--- config.mk ---
export PLATFORM = sky130hd
export DESIGN_NAME = ffxkclk_obuf
export DESIGN_NICKNAME = d
export VERILOG_FILES = /design/src/rtl/ffxkclk_pkg.sv /design/src/rtl/ffxkclk_obuf_mem.sv /design/src/rtl/ffxkclk_obuf.sv
export SDC_FILE = /design/constraint.sdc
export NUM_CORES = 1
export LEC_CHECK = 0
export ABC_AREA = 1
export BUFFER_PORTS_ARGS = -buffer_cell sky130_fd_sc_hd__buf_2
export CORE_MARGIN = 2
export CORE_UTILIZATION = 35
export DETAILED_ROUTE_END_ITERATION = 12
export PLACE_DENSITY = 0.58
export SYNTH_ARGS = -nofsm -noshare
export SYNTH_HDL_FRONTEND = slang
export SYNTH_HIERARCHICAL = 1
export SYNTH_SLANG_ARGS = --single-unit
--- constraint.sdc ---
create_clock -name clk -period 2.2 [get_ports clk]
set_input_delay 0.44 -clock clk [delete_from_list [all_inputs] [get_ports clk]]
set_output_delay 0.44 -clock clk [all_outputs]
set_load 0.02 [all_outputs]
--- src/rtl/ffxkclk_pkg.sv ---
// Shared constants and helpers for the ffxkclk delay-line datapath.
// FFXKCLK_OBUF_BYPASS_EN selects which minimum depth the check enforces.
`ifndef FFXKCLK_PKG_SV
`define FFXKCLK_PKG_SV

`ifdef SYNTHESIS
`define FFXKCLK_DEPTH_CHECK(d, k)
`else
// Elaboration-time guard: a buffer shallower than the round trip cannot hold full rate.
`define FFXKCLK_DEPTH_CHECK(d, k) if ((d) < ffxkclk_pkg::FFXKCLK_MIN_DEPTH(k)) begin : g_depth_check $error("ffxkclk: depth %0d below minimum %0d", (d), ffxkclk_pkg::FFXKCLK_MIN_DEPTH(k)); end
`endif

package ffxkclk_pkg;

    function automatic int ffxkclk_clog2(input int value);
        int r;
        r = 0;
        for (int i = 0; i < 31; i++) begin
            if ((1 << i) < value) r = i + 1;
        end
        return r;
    endfunction

    function automatic int FFXKCLK_MIN_DEPTH(input int k);
`ifdef FFXKCLK_OBUF_BYPASS_EN
        return k + 1;
`else
        return k + 2;
`endif
    endfunction

endpackage

`endif

--- src/rtl/ffxkclk_obuf_mem.sv ---
// D x W storage for ffxkclk_obuf: synchronous write, asynchronous read.
module ffxkclk_obuf_mem
    import ffxkclk_pkg::*;
#(
    parameter int W  = 10,
    parameter int D  = 8,
    parameter int AW = ffxkclk_clog2(D)
) (
    input  logic          clk,
    input  logic          we,
    input  logic [AW-1:0] waddr,
    input  logic [W-1:0]  wdata,
    input  logic [AW-1:0] raddr,
    output logic [W-1:0]  rdata
);

    logic [W-1:0] mem [D];

    always_ff @(posedge clk) begin
        if (we) mem[waddr] <= wdata;
    end

    assign rdata = mem[raddr];

endmodule

--- src/rtl/ffxkclk_obuf.sv ---
// Credit-controlled output buffer behind the non-stallable ffxkclkx delay line.
// Optional same-cycle bypass of an empty FIFO: FFXKCLK_OBUF_BYPASS_EN.
module ffxkclk_obuf
    import ffxkclk_pkg::*;
#(
    parameter int W  = 10,
    parameter int K  = 3,
    parameter int D  = 8,
    parameter int AW = ffxkclk_clog2(D)
) (
    input  logic          clk,
    input  logic          rst,
    output logic          ireq_ok,
    input  logic          ireq,
    input  logic          ivld,
    input  logic [W-1:0]  idat,
    output logic          ovld,
    input  logic          ordy,
    output logic [W-1:0]  odat,
    output logic [AW:0]   ocnt,
    output logic          oerr
);

    `FFXKCLK_DEPTH_CHECK(D, K)

    localparam logic [AW:0] DEPTH = (AW+1)'(D);

    logic [AW:0]   cred;
    logic [AW:0]   cnt;
    logic [AW-1:0] wp;
    logic [AW-1:0] rp;
    logic [W-1:0]  head;
    logic [W-1:0]  last;
    logic          fifo_vld;
    logic          full;
    logic          byp;
    logic          pop;
    logic          fifo_pop;
    logic          wr;
    logic          take;
    logic          viol;
    logic          drop;

    assign fifo_vld = (cnt != '0);
    assign full     = (cnt == DEPTH);

    // Output handshake: a word transfers on any cycle with ovld & ordy; ovld is
    // never a function of ordy, and once raised stays up with stable odat until taken.
`ifdef FFXKCLK_OBUF_BYPASS_EN
    assign byp  = ~fifo_vld & ivld;
    assign ovld = fifo_vld | byp;
    assign odat = fifo_vld ? head : (byp ? idat : last);
`else
    assign byp  = 1'b0;
    assign ovld = fifo_vld;
    assign odat = fifo_vld ? head : last;
`endif

    assign pop      = ovld & ordy;
    assign fifo_pop = pop & fifo_vld;
    // A bypassed word that is taken immediately never touches the array.
    assign wr       = ivld & (~full | pop) & ~(byp & ordy);
    assign drop     = ivld & full & ~pop;
    assign take     = ireq & ireq_ok;
    assign viol     = ireq & ~ireq_ok;

    assign ireq_ok  = (cred != '0);
    assign ocnt     = cnt;

    ffxkclk_obuf_mem #(
        .W  (W),
        .D  (D),
        .AW (AW)
    ) u_mem (
        .clk   (clk),
        .we    (wr),
        .waddr (wp),
        .wdata (idat),
        .raddr (rp),
        .rdata (head)
    );

    always_ff @(posedge clk) begin
        if (rst) begin
            cred <= DEPTH;
            cnt  <= '0;
            wp   <= '0;
            rp   <= '0;
            last <= '0;
            oerr <= 1'b0;
        end else begin
            if (take && !pop) begin
                cred <= cred - (AW+1)'(1);
            end else if (pop && !take && cred != DEPTH) begin
                cred <= cred + (AW+1)'(1);
            end

            if (wr && !fifo_pop) begin
                cnt <= cnt + (AW+1)'(1);
            end else if (fifo_pop && !wr) begin
                cnt <= cnt - (AW+1)'(1);
            end

            if (wr)       wp <= wp + AW'(1);
            if (fifo_pop) rp <= rp + AW'(1);
            if (pop)      last <= odat;
            if (viol || drop) oerr <= 1'b1;
        end
    end

endmodule

==> metrics.txt <==
outcome finished, final reports clean; Final #Nets 622; Max FO, Critical Path 10; CTS tree done; smallest hold slack 0.359 ns; most frequent cells in the layout 150 x nand2_1, 110 x inv_1, 80 x edfxtp_1; crit-path cells inv_2 -> clkbuf_16 -> nand3_1 -> nand2_1 -> nand2_1 -> nand2_2 -> nand2_1 -> o21ai_0 -> buf_2; DRC Markers 0; CP Capture Type output port; initial core utilization 0.358; Final Skew 0.00741 ns; # port buffers 31; first-pass GRT wire length 16,800 um; CTS Buf Count 9; CTS sink cnt 105; Placed Cells 766; Synth Area in Compound Gates 0.0471; worst rel slew slack 0.665; Final ANT Viol Nets 0; die width 123 um; most common cell after layout, fill and taps aside nand2_1; DP HPWL 7060 um; wire length on met2 5140 um; Vias 3,518; H-tree levels 3; fraction of layout cells with a size suffix above 1 0.179; routed length on met1 4740 um; CP Launch Type flop; largest family of logic cells by synthesized area simple AND/OR/NAND/NOR gates; post-synthesis cell type count 28; Pwr Density 1250 nW/um^2; area leader, netlist edfxtp_1; Cell Rows 43; Slew @ Worst Pin 0.502 ns; met3 WL 582 um; final cell count without fillers 783; First-pass DRT Iterations 4; gr ovfl total 0; CTS Hold Bufs 0; clk_lat worst skew 0.34 ns; number of setup buffers added after CTS 0; Seq/Total Area, Yosys 0.585; Finished Core Util 0.423; Synth Instances 552; RSZ-0062 raised after global routing yes; CTS root buf clkbuf_16; Critical Path RT 1.76 ns; adder-cell share of the synthesized area 0.0257; die area 15,200 um^2; Total GRT Usage 0.147; cell area after layout 5870 um^2; Core Area 13,900 um^2; synthesized area 4960 um^2; largest cells by area after synthesis edfxtp_1 48%, nand2_1 12%, dfxtp_1 10%; CP arrival 1.70 ns; Seq cells post-synth 105; WL/cell 13.7 um; Die Ht 123 um; syn_nets 576; Hold Crit Class in2reg; largest net degree at the start of global routing 41; Final Critical Period 2.14 ns; Top FF cell, synth edfxtp_1; vias in the first global route 3,335; Synth Area in XOR/XNOR 0.00529; most used cell, CP nand2_1; Synth Area in Simple Gates 0.218; Setup Viol. Count Final 0; Slowest-stage cell, CP dfxtp_4; Reg clk slew, reported paths 0.07 ns; DRT iter0 DRCs 172; Peak VDD IR 0.000443 V; EDFF count, synth 80; Area Growth Syn to Fin 18.1%; Leak 2.73 nW; Fin. Hold Viols 0; placed inst area 5380 um^2; Antenna diodes 0; initial antenna violation count 1; Final Max Tran Viols 0; gpl congestion 0.762; Top Ports 32; Synth top area share 0.484; YS warnings 6; number of vias per cell 4.49; WS Path Type reg2out; Max-Cap Viols 0; asr flop ratio synth 0; crit-path max cell delay 0.37 ns; Top Metal Used met5; Max Fclk 468 MHz; final cycle utilization of the critical path 0.971; Setup Total Neg Slack 0 ns; syn_area_per_cell 8.99 um^2; mux contribution to synthesized area 0; detailed-route wire length 10,700 um; Max clock buf depth 2
## critical path: cells and delay by family, from the launching register on
kind                   cells  cell delay, ns
flip-flops                 1            0.37
buffers and inverters      3            0.48
AND/OR/NAND/NOR            5            0.43
AO/OA/AOI/OAI              1            0.07
## per-stage QoR
stage,total power [W],setup WS (ns)
final,0.00732,0.0629
after global routing,0.00781,-0.0543
after global placement,0.00511,0.123
after floorplan,0.00445,0.137
after CTS,0.00726,0.00771
after detailed placement,0.00517,0.0105
## layer usage
metal / track usage / vias up
met2: 0.240 / 73
met1: 0.187 / 1612
li1: - / 1811
met4: 0.0561 / 2
met3: 0.0387 / 20
met5: 0 / -
## timing repair
action                     in CTS  in global routing
setup endpoints to repair      10                 11
cloned                          0                  1
gates resized for setup        11                 19
## registers in the layout, indices dropped and copies added, names as in the netlist
name	count
u_mem/mem	80
rp	3
wp	3
last	10
ocnt	4
cred	4
oerr	1
## logic make-up after synthesis
logic type | Yosys count
AND/OR/NAND/NOR | 254
buffers and inverters | 136
adder cells (fa/ha/maj) | 9
AO/OA/AOI/OAI | 45
XOR/XNOR | 3
flip-flops | 105
## where the power goes
| part | internal, W | leakage, nW | total, W | switching, W |
|---|---|---|---|---|
| combinational | 0.000951 | 1.61 | 0.00275 | 0.00180 |
| clock | 0.00134 | 0.190 | 0.00203 | 0.000688 |
| sequential | 0.00237 | 0.936 | 0.00254 | 0.000169 |
## path summary, 6_finish.rpt
path                 from       to  slack, ns  depth (start not counted)
setup reg to reg  ocnt[0]  ocnt[3]       0.17                         14
hold / removal        rst  ocnt[0]       0.36                          2
hold reg to reg   last[2]  last[2]       0.45                          2
setup / recovery    rp[1]  odat[3]       0.06                          9
## synth_stat cells (all sizes together) (2+ instances only)
master / n
nand3: 48
nor2: 34
dfxtp: 25
ha: 7
nand2: 171
inv: 116
o21ai: 26
o21bai: 3
buf: 18
fa: 2
xor2: 2
a21oi: 15
edfxtp: 80
## final cells by class
class / count / area, um^2
clock inverters: 7 / 164
well taps: 180 / 225
repair buffers: 54 / 379
inverters: 117 / 455
clock buffers: 9 / 225
multi-input cells: 311 / 1500
fillers: 1371 / 8020
flip-flops and latches: 105 / 2920
(Power assumes the default switching activity.)
